### config.mk
export PLATFORM = sky130hd
export DESIGN_NAME = instr_fetch_flat
export DESIGN_NICKNAME = d
export VERILOG_FILES = /design/src/rtl/instr_fetch_if.sv /design/src/rtl/instr_fetch.sv /design/src/flat_wrapper.sv
export SDC_FILE = /design/constraint.sdc
export NUM_CORES = 1
export LEC_CHECK = 0
export BUFFER_PORTS_ARGS = -buffer_cell sky130_fd_sc_hd__buf_2
export CAP_MARGIN = 40
export CORE_ASPECT_RATIO = 0.5
export CORE_UTILIZATION = 40
export CTS_BUF_LIST = sky130_fd_sc_hd__clkbuf_4
export DETAILED_ROUTE_END_ITERATION = 12
export PLACE_DENSITY = 0.6
export SETUP_SLACK_MARGIN = 0.3
export SLEW_MARGIN = 5
export SYNTH_ARGS = -nofsm -noshare
export SYNTH_HDL_FRONTEND = slang
export SYNTH_SLANG_ARGS = --single-unit
### constraint.sdc
create_clock -name clk -period 4.25 [get_ports clk]
set_input_delay 0.85 -clock clk [delete_from_list [all_inputs] [get_ports clk]]
set_output_delay 0.85 -clock clk [all_outputs]
set_load 0.02 [all_outputs]
### src/rtl/instr_fetch_if.sv
// Fetch-stage bus: control inputs, LUT programming port, instruction memory and decoder-facing outputs.
// The slave modport is the fetch stage; the master modport is whoever drives it.
interface instr_fetch_if #(
  parameter int IW   = 9,
  parameter int PCW  = 10,
  parameter int LUTN = 16
);
  localparam int LW = $clog2(LUTN);

  logic           start;
  logic           stall;
  logic           branch_taken;
  logic [LW-1:0]  branch_idx;
  logic           lut_we;
  logic [LW-1:0]  lut_waddr;
  logic [PCW-1:0] lut_wdata;
  logic [IW-1:0]  imem_rdata;

  logic [PCW-1:0] imem_addr;
  logic [PCW-1:0] pc;
  logic [IW-1:0]  instr;
  logic [2:0]     opcode;
  logic           instr_valid;
  logic           done;
  logic           wrapped;
  logic [15:0]    cycles;

  modport master (
    output start, stall, branch_taken, branch_idx, lut_we, lut_waddr, lut_wdata, imem_rdata,
    input  imem_addr, pc, instr, opcode, instr_valid, done, wrapped, cycles
  );

  modport slave (
    input  start, stall, branch_taken, branch_idx, lut_we, lut_waddr, lut_wdata, imem_rdata,
    output imem_addr, pc, instr, opcode, instr_valid, done, wrapped, cycles
  );
endinterface

### src/rtl/instr_fetch.sv
// PC / fetch stage with IDLE-RUN-DONE sequencing, branch-target LUT and saturating run-cycle counter.
// Zero fetch latency (combinational imem); next PC takes effect at the following edge.
module instr_fetch #(
  parameter int             IW        = 9,
  parameter int             PCW       = 10,
  parameter int             LUTN      = 16,
  parameter logic [IW-1:0]  HALT_CODE = 9'h1FF
) (
  input  logic         clk,
  input  logic         reset,
  instr_fetch_if.slave bus
);
  typedef enum logic [1:0] {IDLE, RUN, DONE} state_t;

  state_t         state, state_n;
  logic [PCW-1:0] pc_q, pc_n;
  logic [15:0]    cyc_q, cyc_n;
  logic           wrap_q, wrap_n;
  logic [PCW-1:0] lut [LUTN];

  always_ff @(posedge clk) begin
    if (reset) begin
      state  <= IDLE;
      pc_q   <= '0;
      cyc_q  <= '0;
      wrap_q <= 1'b0;
      for (int i = 0; i < LUTN; i++) lut[i] <= '0;
    end else begin
      state  <= state_n;
      pc_q   <= pc_n;
      cyc_q  <= cyc_n;
      wrap_q <= wrap_n;
      // LUT is only programmable while idle so a running program sees stable targets
      if (state == IDLE && bus.lut_we) lut[bus.lut_waddr] <= bus.lut_wdata;
    end
  end

  always_comb begin
    state_n = state;
    pc_n    = pc_q;
    cyc_n   = cyc_q;
    wrap_n  = wrap_q;
    case (state)
      IDLE, DONE: begin
        if (bus.start) begin
          state_n = RUN;
          pc_n    = '0;
          cyc_n   = '0;
          wrap_n  = 1'b0;
        end
      end
      RUN: begin
        cyc_n = (cyc_q == 16'hFFFF) ? cyc_q : cyc_q + 16'd1;
        // Stall outranks halt: a stalled halt fetch is retried, not executed
        if (!bus.stall) begin
          if (bus.imem_rdata == HALT_CODE) begin
            state_n = DONE;
          end else if (bus.branch_taken) begin
            pc_n = lut[bus.branch_idx];
          end else begin
            pc_n = pc_q + PCW'(1);
            if (&pc_q) wrap_n = 1'b1;
          end
        end
      end
      default: state_n = IDLE;
    endcase
  end

  assign bus.imem_addr   = pc_q;
  assign bus.pc          = pc_q;
  assign bus.instr       = bus.imem_rdata;
  assign bus.opcode      = bus.imem_rdata[IW-1:IW-3];
  assign bus.instr_valid = (state == RUN) && !bus.stall;
  assign bus.done        = (state == DONE);
  assign bus.wrapped     = wrap_q;
  assign bus.cycles      = cyc_q;
endmodule
### src/flat_wrapper.sv
// flat-port wrapper written by rule: the top's interface ports become plain ports
module instr_fetch_flat 
#(
  parameter int             IW        = 9,
  parameter int             PCW       = 10,
  parameter int             LUTN      = 16,
  parameter logic [IW-1:0]  HALT_CODE = 9'h1FF
)
  (clk, reset, bus_start, bus_stall, bus_branch_taken, bus_branch_idx, bus_lut_we, bus_lut_waddr, bus_lut_wdata, bus_imem_rdata, bus_imem_addr, bus_pc, bus_instr, bus_opcode, bus_instr_valid, bus_done, bus_wrapped, bus_cycles);
  instr_fetch_if #(.IW(IW), .PCW(PCW), .LUTN(LUTN)) bus_i ();
  input  logic clk;
  input  logic reset;
  input wire logic [$bits(bus_i.start)-1:0] bus_start;
  input wire logic [$bits(bus_i.stall)-1:0] bus_stall;
  input wire logic [$bits(bus_i.branch_taken)-1:0] bus_branch_taken;
  input wire logic [$bits(bus_i.branch_idx)-1:0] bus_branch_idx;
  input wire logic [$bits(bus_i.lut_we)-1:0] bus_lut_we;
  input wire logic [$bits(bus_i.lut_waddr)-1:0] bus_lut_waddr;
  input wire logic [$bits(bus_i.lut_wdata)-1:0] bus_lut_wdata;
  input wire logic [$bits(bus_i.imem_rdata)-1:0] bus_imem_rdata;
  output wire logic [$bits(bus_i.imem_addr)-1:0] bus_imem_addr;
  output wire logic [$bits(bus_i.pc)-1:0] bus_pc;
  output wire logic [$bits(bus_i.instr)-1:0] bus_instr;
  output wire logic [$bits(bus_i.opcode)-1:0] bus_opcode;
  output wire logic [$bits(bus_i.instr_valid)-1:0] bus_instr_valid;
  output wire logic [$bits(bus_i.done)-1:0] bus_done;
  output wire logic [$bits(bus_i.wrapped)-1:0] bus_wrapped;
  output wire logic [$bits(bus_i.cycles)-1:0] bus_cycles;
  assign bus_i.start = bus_start;
  assign bus_i.stall = bus_stall;
  assign bus_i.branch_taken = bus_branch_taken;
  assign bus_i.branch_idx = bus_branch_idx;
  assign bus_i.lut_we = bus_lut_we;
  assign bus_i.lut_waddr = bus_lut_waddr;
  assign bus_i.lut_wdata = bus_lut_wdata;
  assign bus_i.imem_rdata = bus_imem_rdata;
  assign bus_imem_addr = bus_i.imem_addr;
  assign bus_pc = bus_i.pc;
  assign bus_instr = bus_i.instr;
  assign bus_opcode = bus_i.opcode;
  assign bus_instr_valid = bus_i.instr_valid;
  assign bus_done = bus_i.done;
  assign bus_wrapped = bus_i.wrapped;
  assign bus_cycles = bus_i.cycles;
  instr_fetch #(.IW(IW), .PCW(PCW), .LUTN(LUTN), .HALT_CODE(HALT_CODE)) u_core (.clk(clk), .reset(reset), .bus(bus_i));
endmodule
==> reports/metrics.csv, run 1 <==
stage,metric,value,unit
setup_path,end_kind,flip-flop,
routing,drc,2,
clock_network,post_cts_resize_count,0,
status,status,"finished, violations left",
clock_network,cts.clk_slew.worst_paths,0.15,ns
status,violations,design-rule violations,
synthesis,ys_ff_latch,189,
timing,hold_viol_final,0,
floorplan,dieArea,24000,sq um
setup_path,arrival,2.94,ns
routing,drt_wl_total,24100,um
place,dp_hpwl,16500,um
cells_and_area,area_growth,10.1,%
floorplan,initial_core_util,40.8,%
setup_path,cp-start-kind,flip-flop,
synthesis,yosysMostFrequentCell,and2_1,
global_route,grtUsageMet1,28.6,%
synthesis,synth_cells,720,
clock_network,numCtsBuffers,17,
global_route,antenna_found_initial,1,
synthesis,synth_seq_area_share,57.6,%
clock_network,post_cts_buffers,0,
power,ir_drop,0.000149,V
synthesis,synth_edf_count,160,
clock_network,clock_path_buffers,2,
synthesis,ys_top_cells_by_area,"edfxtp_1, and2_1, mux4_2",
clock_network,cts_tree,built,
routing,wl_per_cell,21.8,um
setup_path,slowest_delay,0.55,ns
global_route,grt_busiest_layer,met2,
setup_path,crit_slowest_cell,nor4b_4,
timing,relSlewSlack,42.1,%
timing,min_period,2.66,ns
setup_path,cp_data_required_time,4.53,ns
timing,fin_ws,1.59,ns
cells_and_area,regArea,5390,sq um
setup_path,crit_family,simple AND/OR/NAND/NOR gates,
clock_network,cts_sinks,189,
cells_and_area,fillers,2107,
timing,skew,0.0364,ns
global_route,use_met3,4.36,%
floorplan,core,22900,sq um
floorplan,die_w,218,um
worst_hold_path,hold_class,reg2reg,
place,port_buffers,83,
routing,via_count,6093,
setup_path,path_class,reg2reg,
timing,setup_violations,0,
timing,fin_setup_tns,0,ns
synthesis,yosys.area.top_type_share,51.4,%
synthesis,synthTopCellsByCount,"and2_1, edfxtp_1, mux4_2",
synthesis,synth_area_per_cell,13.0,sq um
cells_and_area,finalNetCount,818,
global_route,grt_start_max_net_pins,29,
global_route,grt_pass1_vias,5758,
place,pre_cts_slack,1.12,ns
global_route,grt-ovfl-total,0,
synthesis,ys_warn_count,0,
global_route,grt_usage,20.9,%
global_route,grt_pass1_wl,36000,um
place,gp_congestion,0.867,
clock_network,hold_buffers,0,
power,total_power,3.47,mW
timing,max_slew.worst_pin.slew,0.865,ns
clock_network,htree_levels,4,
run,drv_cap,0,
setup_path,crit_chain,nor4b_4 -> or3b_1 -> nor3_2 -> or2_2,
synthesis,synth_cell_types,64,
floorplan,row_count,39,
setup_path,path_buf_inv,0,
floorplan,dieHeight,110,um
timing,finalCritPeriodShare,62.5,%
power,leakagePower,3.87,nW
floorplan,num_io_pins,84,
timing,drv_slew,0,
synthesis,dominantRegCellSynth,edfxtp_1,
cells_and_area,drive_above_1_share,24.0,%
power,power_density,337,nW/um^2
routing,first_pass_iters,9,
timing,rsz0062_at_grt,no,
clock_network,cts_root_buf,clkbuf_4,
synthesis,yosys.area.top_type,edfxtp_1,
timing,max_freq,376,MHz
synthesis,syn_area,9350,sq um
synthesis,synthArstFlopShare,0,%
cells_and_area,multi_input_area,3570,sq um
routing,drt_iter0_markers,634,
synthesis,syn_nets,755,
routing,vias_per_cell,5.52,
clock_network,clkLatencyLatePin,0.59,ns
setup_path,worstPathMaxFanout,11,
routing,ant_nets,0,
global_route,grt_use_met2,33.7,%
[final cells by class]
cell class                      instances  share of cell area [%]
Antenna cell                            1                  0.0243
Clock buffer                           20                    1.46
Clock inverter                         12                    1.35
Inverter                                6                   0.219
Multi-Input combinational cell        461                    34.7
Sequential cell                       189                    52.3
Tap cell                              307                    3.73
Timing Repair Buffer                  108                    6.14
[power breakdown]
part / switching (mW) / leakage [nW] / internal (mW) / total, mW
clock: 0.647 / 0.154 / 0.377 / 1.02
combinational: 0.218 / 1.83 / 0.130 / 0.347
sequential: 0.0298 / 1.88 / 2.07 / 2.10
total: 0.894 / 3.87 / 2.58 / 3.47
[registers in the layout (all words and copies together) (netlist names)]
signal,count
u_core.bus.wrapped,1
u_core.lut,160
u_core.bus.cycles,16
u_core.state,2
u_core.bus.imem_addr,10
[placed cells by master (no fill, tap or decap), drive strengths merged, types with 10 or more instances in the layout]
cell type / instances
a21oi: 11
or3: 16
nor2: 20
edfxtp: 160
clkbuf: 20
mux2i: 30
inv: 10
nand3: 21
buf: 108
o21ai: 18
dfxtp: 29
and2: 163
nand2: 27
mux4: 33
[stage by stage]
step | std cells | area (sq um) | util, % | hold slack, ns
floorplan | 720 | 9350 | - | 0.548
global placement | 1069 | 9970 | 43.6 | 0.450
detailed placement | 1071 | 10000 | 43.7 | 0.465
CTS | 1103 | 10300 | 45.0 | 0.499
global route | 1104 | 10300 | 45.0 | 0.530
finish | 1104 | 10300 | 45.0 | 0.497
[final timing paths]
| check | from | endpoint | slack [ns] | cells past startpoint |
|---|---|---|---|---|
| setup / recovery | u_core.state[1] | u_core.lut[0][4] | 1.59 | 4 |
| hold / removal | u_core.bus.wrapped | u_core.bus.wrapped | 0.50 | 1 |
| setup reg to reg | u_core.state[1] | u_core.lut[0][4] | 1.59 | 4 |
| hold reg to reg | u_core.bus.wrapped | u_core.bus.wrapped | 0.50 | 1 |
[kinds of logic (layout without fill, tap and decap cells)]
group | count (synthesis) | count (layout) | share of synthesized area (%)
AND/OR/NAND/NOR | 303 | 303 | 19.5
flip-flops | 189 | 189 | 57.6
AO/OA/AOI/OAI | 84 | 84 | 6.33
buffers and inverters | 70 | 146 | 4.15
multiplexers | 69 | 69 | 11.9
XOR/XNOR | 3 | 3 | 0.281
adder cells (fa/ha/maj) | 2 | 2 | 0.268
other | 0 | 1 | 0
[layer usage]
metal / up-vias / wire length, um
li1: 2798 / -
met1: 3040 / 11000
met2: 229 / 11100
met3: 26 / 1580
met4: 0 / 453
met5: - / 0
Power figures use the tool's default switching activity.
==> run 2, diff against run 1 <==
clock period = 2.55 ns   (was 4.25 ns; I/O delays follow)
==> reports/metrics.csv, run 2 (same netlist as run 1, synthesis figures left out) <==
stage,metric,value,unit
routing,first_pass_iters,5,
worst_hold_path,worstHoldStart,bus_start,
timing,hold_viol_final,0,
setup_path,r2r_start,u_core.state[1],
routing,drt_wl_total,23800,um
status,status,finished clean,
global_route,grt_start_max_net_pins,28,
floorplan,core,22900,sq um
setup_path,reg2reg_depth,5,
power,leakagePower,3.99,nW
timing,drv_slew,0,
cells_and_area,final_common_cell,and2_1,
worst_hold_path,min_path_cells,4,
timing,finalCritPeriodShare,85.6,%
place,port_buffers,83,
timing,min_period,2.18,ns
floorplan,row_count,39,
routing,ant_nets,0,
global_route,antenna_found_initial,3,
cells_and_area,fillers,2056,
clock_network,numCtsBuffers,17,
cells_and_area,regArea,5390,sq um
power,power_density,566,nW/um^2
clock_network,cts_root_buf,clkbuf_4,
cells_and_area,area_growth,12.3,%
clock_network,hold_buffers,0,
cells_and_area,finalNetCount,839,
setup_path,arrival,2.50,ns
setup_path,ff2ff_setup_slack,0.37,ns
floorplan,dieArea,24000,sq um
worst_hold_path,whs_endpoint,u_core.state[1],
timing,skew,0.0180,ns
setup_path,worstPathMaxFanout,10,
setup_path,end_kind,flip-flop,
place,gp_congestion,0.813,
setup_path,cp-start-kind,flip-flop,
clock_network,cts_tree,built,
timing,max_freq,458,MHz
cells_and_area,largest_reg_flops,160,
timing,relSlewSlack,59.7,%
cells_and_area,drive_above_1_share,26.2,%
floorplan,dieHeight,110,um
cells_and_area,multi_input_area,3580,sq um
routing,drc,0,
global_route,grt-ovfl-total,0,
routing,wl_per_cell,21.1,um
routing,via_count,6096,
timing,max_slew.worst_pin.slew,0.604,ns
floorplan,num_io_pins,84,
floorplan,die_w,218,um
setup_path,path_class,reg2reg,
run,drv_cap,0,
floorplan,initial_core_util,40.8,%
routing,vias_per_cell,5.42,
setup_path,cp_data_required_time,2.87,ns
global_route,grt_pass1_wl,36200,um
timing,fin_worst_hold_slack,0.251,ns
clock_network,htree_levels,4,
clock_network,post_cts_buffers,0,
timing,fin_setup_tns,0,ns
power,ir_drop,0.000289,V
routing,drt_iter0_markers,591,
place,dp_hpwl,16600,um
global_route,grt_usage,20.8,%
cells_and_area,final_cell_mix,"and2_1, edfxtp_1, buf_2, buf_4, mux4_2",
clock_network,clkLatencyLatePin,0.60,ns
clock_network,clock_path_buffers,2,
cells_and_area,regMostFlops,u_core.lut,
timing,setup_violations,0,
clock_network,cts_sinks,189,
clock_network,cts.clk_slew.worst_paths,0.16,ns
timing,rsz0062_at_grt,yes,
global_route,grt_pass1_vias,5928,
setup_path,worstReg2RegEnd,u_core.lut[4][4],
worst_hold_path,hold_class,in2reg,
-- run 2: worst max-delay path by stage --
| stage | start | to | slack, ns | cells after the start |
|---|---|---|---|---|
| 5_1_grt | u_core.state[1] | u_core.lut[4][4] | 0.29 | 5 |
| 3_5_place_dp | reset | u_core.lut[4][3] | 0.22 | 6 |
| 2_1_floorplan | reset | u_core.lut[4][0] | 0.21 | 5 |
| 3_3_place_gp | reset | u_core.lut[8][6] | 0.23 | 6 |
| 4_1_cts | u_core.state[1] | u_core.lut[4][0] | 0.34 | 5 |
| 6_report | u_core.state[1] | u_core.lut[4][4] | 0.37 | 5 |
-- run 2: worst max-delay path, stage by stage (launching register included) --
cell and delay [ns]:
dfxtp_1 0.45, nor4b_4 0.50, or3b_1 0.45, buf_4 0.18, o21ai_1 0.12, buf_4 0.21
-- run 2: per-layer routing --
layer,share of wire [%],global-route usage [%],vias to the layer above
li1,-,-,2845
met1,49,30.0,3041
met2,44,32.1,192
met3,6.1,4.42,16
met4,0.74,4.50,2
met5,0.042,0,-
-- run 2: cell type report --
class	instances	share of cell area, %
sequential	189	51.3
multi-input combinational	461	34.2
timing repair buffer	129	7.49
tap	307	3.66
clock inverter	15	1.92
clock buffer	17	1.22
inverter	6	0.215
antenna	1	0.0238
-- run 2: power by group --
| group | switching, mW | leakage (nW) | internal [mW] |
|---|---|---|---|
| Combinational | 0.367 | 1.94 | 0.228 |
| Clock | 1.20 | 0.175 | 0.647 |
| Sequential | 0.0489 | 1.88 | 3.45 |
-- run 2: repair_timing --
| action | in CTS | in global routing |
|---|---|---|
| endpoints found under the setup margin | 0 | 49 |
| resized for setup | 0 | 1 |
| hold endpoints to repair | 0 | 0 |
-- run 2: through the flow --
stage               power [mW]  util [%]  setup slack, ns  cells  cell area, sq um
detailed placement        4.16      44.4            0.217   1092             10200
finish                    5.94      45.9            0.367   1125             10500
CTS                       5.97      45.8            0.343   1124             10500
global route              6.15      45.9            0.289   1125             10500
floorplan                 3.92         -            0.211    720              9350
global placement          4.15      44.4            0.233   1092             10200
==> run 3, diff against run 2 <==
clock period = 2.6 ns   (was 2.55 ns; I/O delays follow)
==> reports/metrics.csv, run 3 (same netlist as run 1, synthesis figures left out) <==
stage,metric,value,unit
power,power_density,537,nW/um^2
place,port_buffers,83,
setup_path,arrival,2.49,ns
status,status,finished clean,
timing,max_freq,453,MHz
timing,fin_ws,0.395,ns
timing,setup_violations,0,
cells_and_area,fillers,2055,
cells_and_area,final_cell_mix,"and2_1, edfxtp_1, buf_2, buf_4, mux4_2",
routing,drt_wl_total,23900,um
timing,drv_slew,0,
floorplan,row_count,39,
global_route,grt_start_max_net_pins,29,
clock_network,numCtsBuffers,17,
floorplan,dieHeight,110,um
place,pre_cts_slack,0.180,ns
timing,min_period,2.21,ns
cells_and_area,area_growth,11.1,%
clock_network,cts_tree,built,
place,dp_hpwl,16300,um
setup_path,crit_chain,nor4b_4 -> or3b_1 -> nor3_2 -> or2_2,
worst_hold_path,hold_class,in2reg,
timing,relSlewSlack,47.9,%
timing,hold_viol_final,0,
cells_and_area,largest_reg_flops,160,
clock_network,cts.clk_slew.worst_paths,0.14,ns
global_route,antenna_found_initial,4,
floorplan,num_io_pins,84,
setup_path,cp-start-kind,flip-flop,
clock_network,cts_sinks,189,
global_route,grt_usage,20.6,%
timing,skew,0.0218,ns
power,ir_drop,0.000261,V
routing,first_pass_iters,5,
setup_path,cp_data_required_time,2.89,ns
setup_path,end_kind,flip-flop,
routing,drc,0,
cells_and_area,final_common_cell,and2_1,
routing,wl_per_cell,21.3,um
routing,via_count,6147,
clock_network,cts_root_buf,clkbuf_4,
routing,ant_nets,0,
setup_path,crit_slowest_cell,or3b_1,
cells_and_area,regMostFlops,u_core.lut,
clock_network,clkLatencyLatePin,0.60,ns
floorplan,dieArea,24000,sq um
setup_path,crit_family,simple AND/OR/NAND/NOR gates,
place,gp_congestion,0.814,
timing,rsz0062_at_grt,no,
cells_and_area,finalNetCount,835,
clock_network,post_cts_buffers,0,
routing,vias_per_cell,5.49,
global_route,grt_pass1_vias,5763,
clock_network,clock_path_buffers,2,
setup_path,path_class,reg2reg,
setup_path,path_buf_inv,0,
timing,max_slew.worst_pin.slew,0.778,ns
floorplan,core,22900,sq um
clock_network,htree_levels,4,
clock_network,post_cts_resize_count,0,
routing,drt_iter0_markers,696,
timing,fin_setup_tns,0,ns
clock_network,hold_buffers,0,
floorplan,initial_core_util,40.8,%
timing,finalCritPeriodShare,84.8,%
global_route,grt_pass1_wl,35500,um
setup_path,worstPathMaxFanout,10,
global_route,grt-ovfl-total,0,
setup_path,slowest_delay,0.56,ns
setup_path,ff2ff_setup_slack,0.39,ns
power,leakagePower,3.94,nW
cells_and_area,drive_above_1_share,25.5,%
run,drv_cap,0,
floorplan,die_w,218,um
==> run 3: cell types whose count changed in the layout (fill, tap and decap cells not counted), sizes merged <==
| cell | before | now |
|---|---|---|
| buf | 129 | 125 |
| inv | 14 | 11 |
| bufinv | 2 | 1 |
| clkbuf | 17 | 20 |
==> run 3: layout make-up <==
type	count	area [sq um]	area share [%]
sequential	189	5390	51.8
multi-input combinational	461	3580	34.4
timing repair buffer	125	756	7.28
tap	307	384	3.70
clock buffer	20	150	1.45
clock inverter	11	109	1.05
inverter	6	22.5	0.217
antenna	1	2.50	0.0241
==> run 3: per-layer routing <==
layer / share of wire [%] / up-vias / global-route usage (%)
met5: 0.042 / - / 0
met4: 1.3 / 2 / 6.34
met3: 5.5 / 24 / 4.09
met2: 44 / 171 / 31.6
met1: 49 / 3113 / 29.7
li1: - / 2837 / -
==> run 3: final timing paths <==
check	startpoint	endpoint	cells past startpoint
worst min register to register	u_core.bus.cycles[15]	u_core.bus.cycles[15]	2
worst max register to register	u_core.state[1]	u_core.lut[0][2]	4
worst min-delay path	bus_start	u_core.state[1]	4
worst max-delay path	u_core.state[1]	u_core.lut[0][2]	4
==> run 3: per-stage QoR <==
| step | total power [mW] | util (%) | instance area, sq um | std cells | hold WS (ns) |
|---|---|---|---|---|---|
| global placement | 4.07 | 44.2 | 10100 | 1088 | 0.472 |
| finish | 5.58 | 45.4 | 10400 | 1120 | 0.258 |
| global route | 5.78 | 45.4 | 10400 | 1119 | 0.241 |
| detailed placement | 4.08 | 44.2 | 10100 | 1088 | 0.481 |
| floorplan | 3.85 | - | 9350 | 720 | 0.548 |
| CTS | 5.62 | 45.4 | 10400 | 1119 | 0.210 |
==> run 3: report_power, final <==
part / leakage, nW / switching, mW / internal [mW] / total [mW]
clock: 0.142 / 1.06 / 0.518 / 1.57
sequential: 1.88 / 0.0477 / 3.38 / 3.43
combinational: 1.92 / 0.361 / 0.219 / 0.579
==> run 3: worst reg2reg max path, delay by kind of cell, from the launching register on <==
family | cells | cell delay [ns]
simple gates | 4 | 1.55
flops | 1 | 0.36
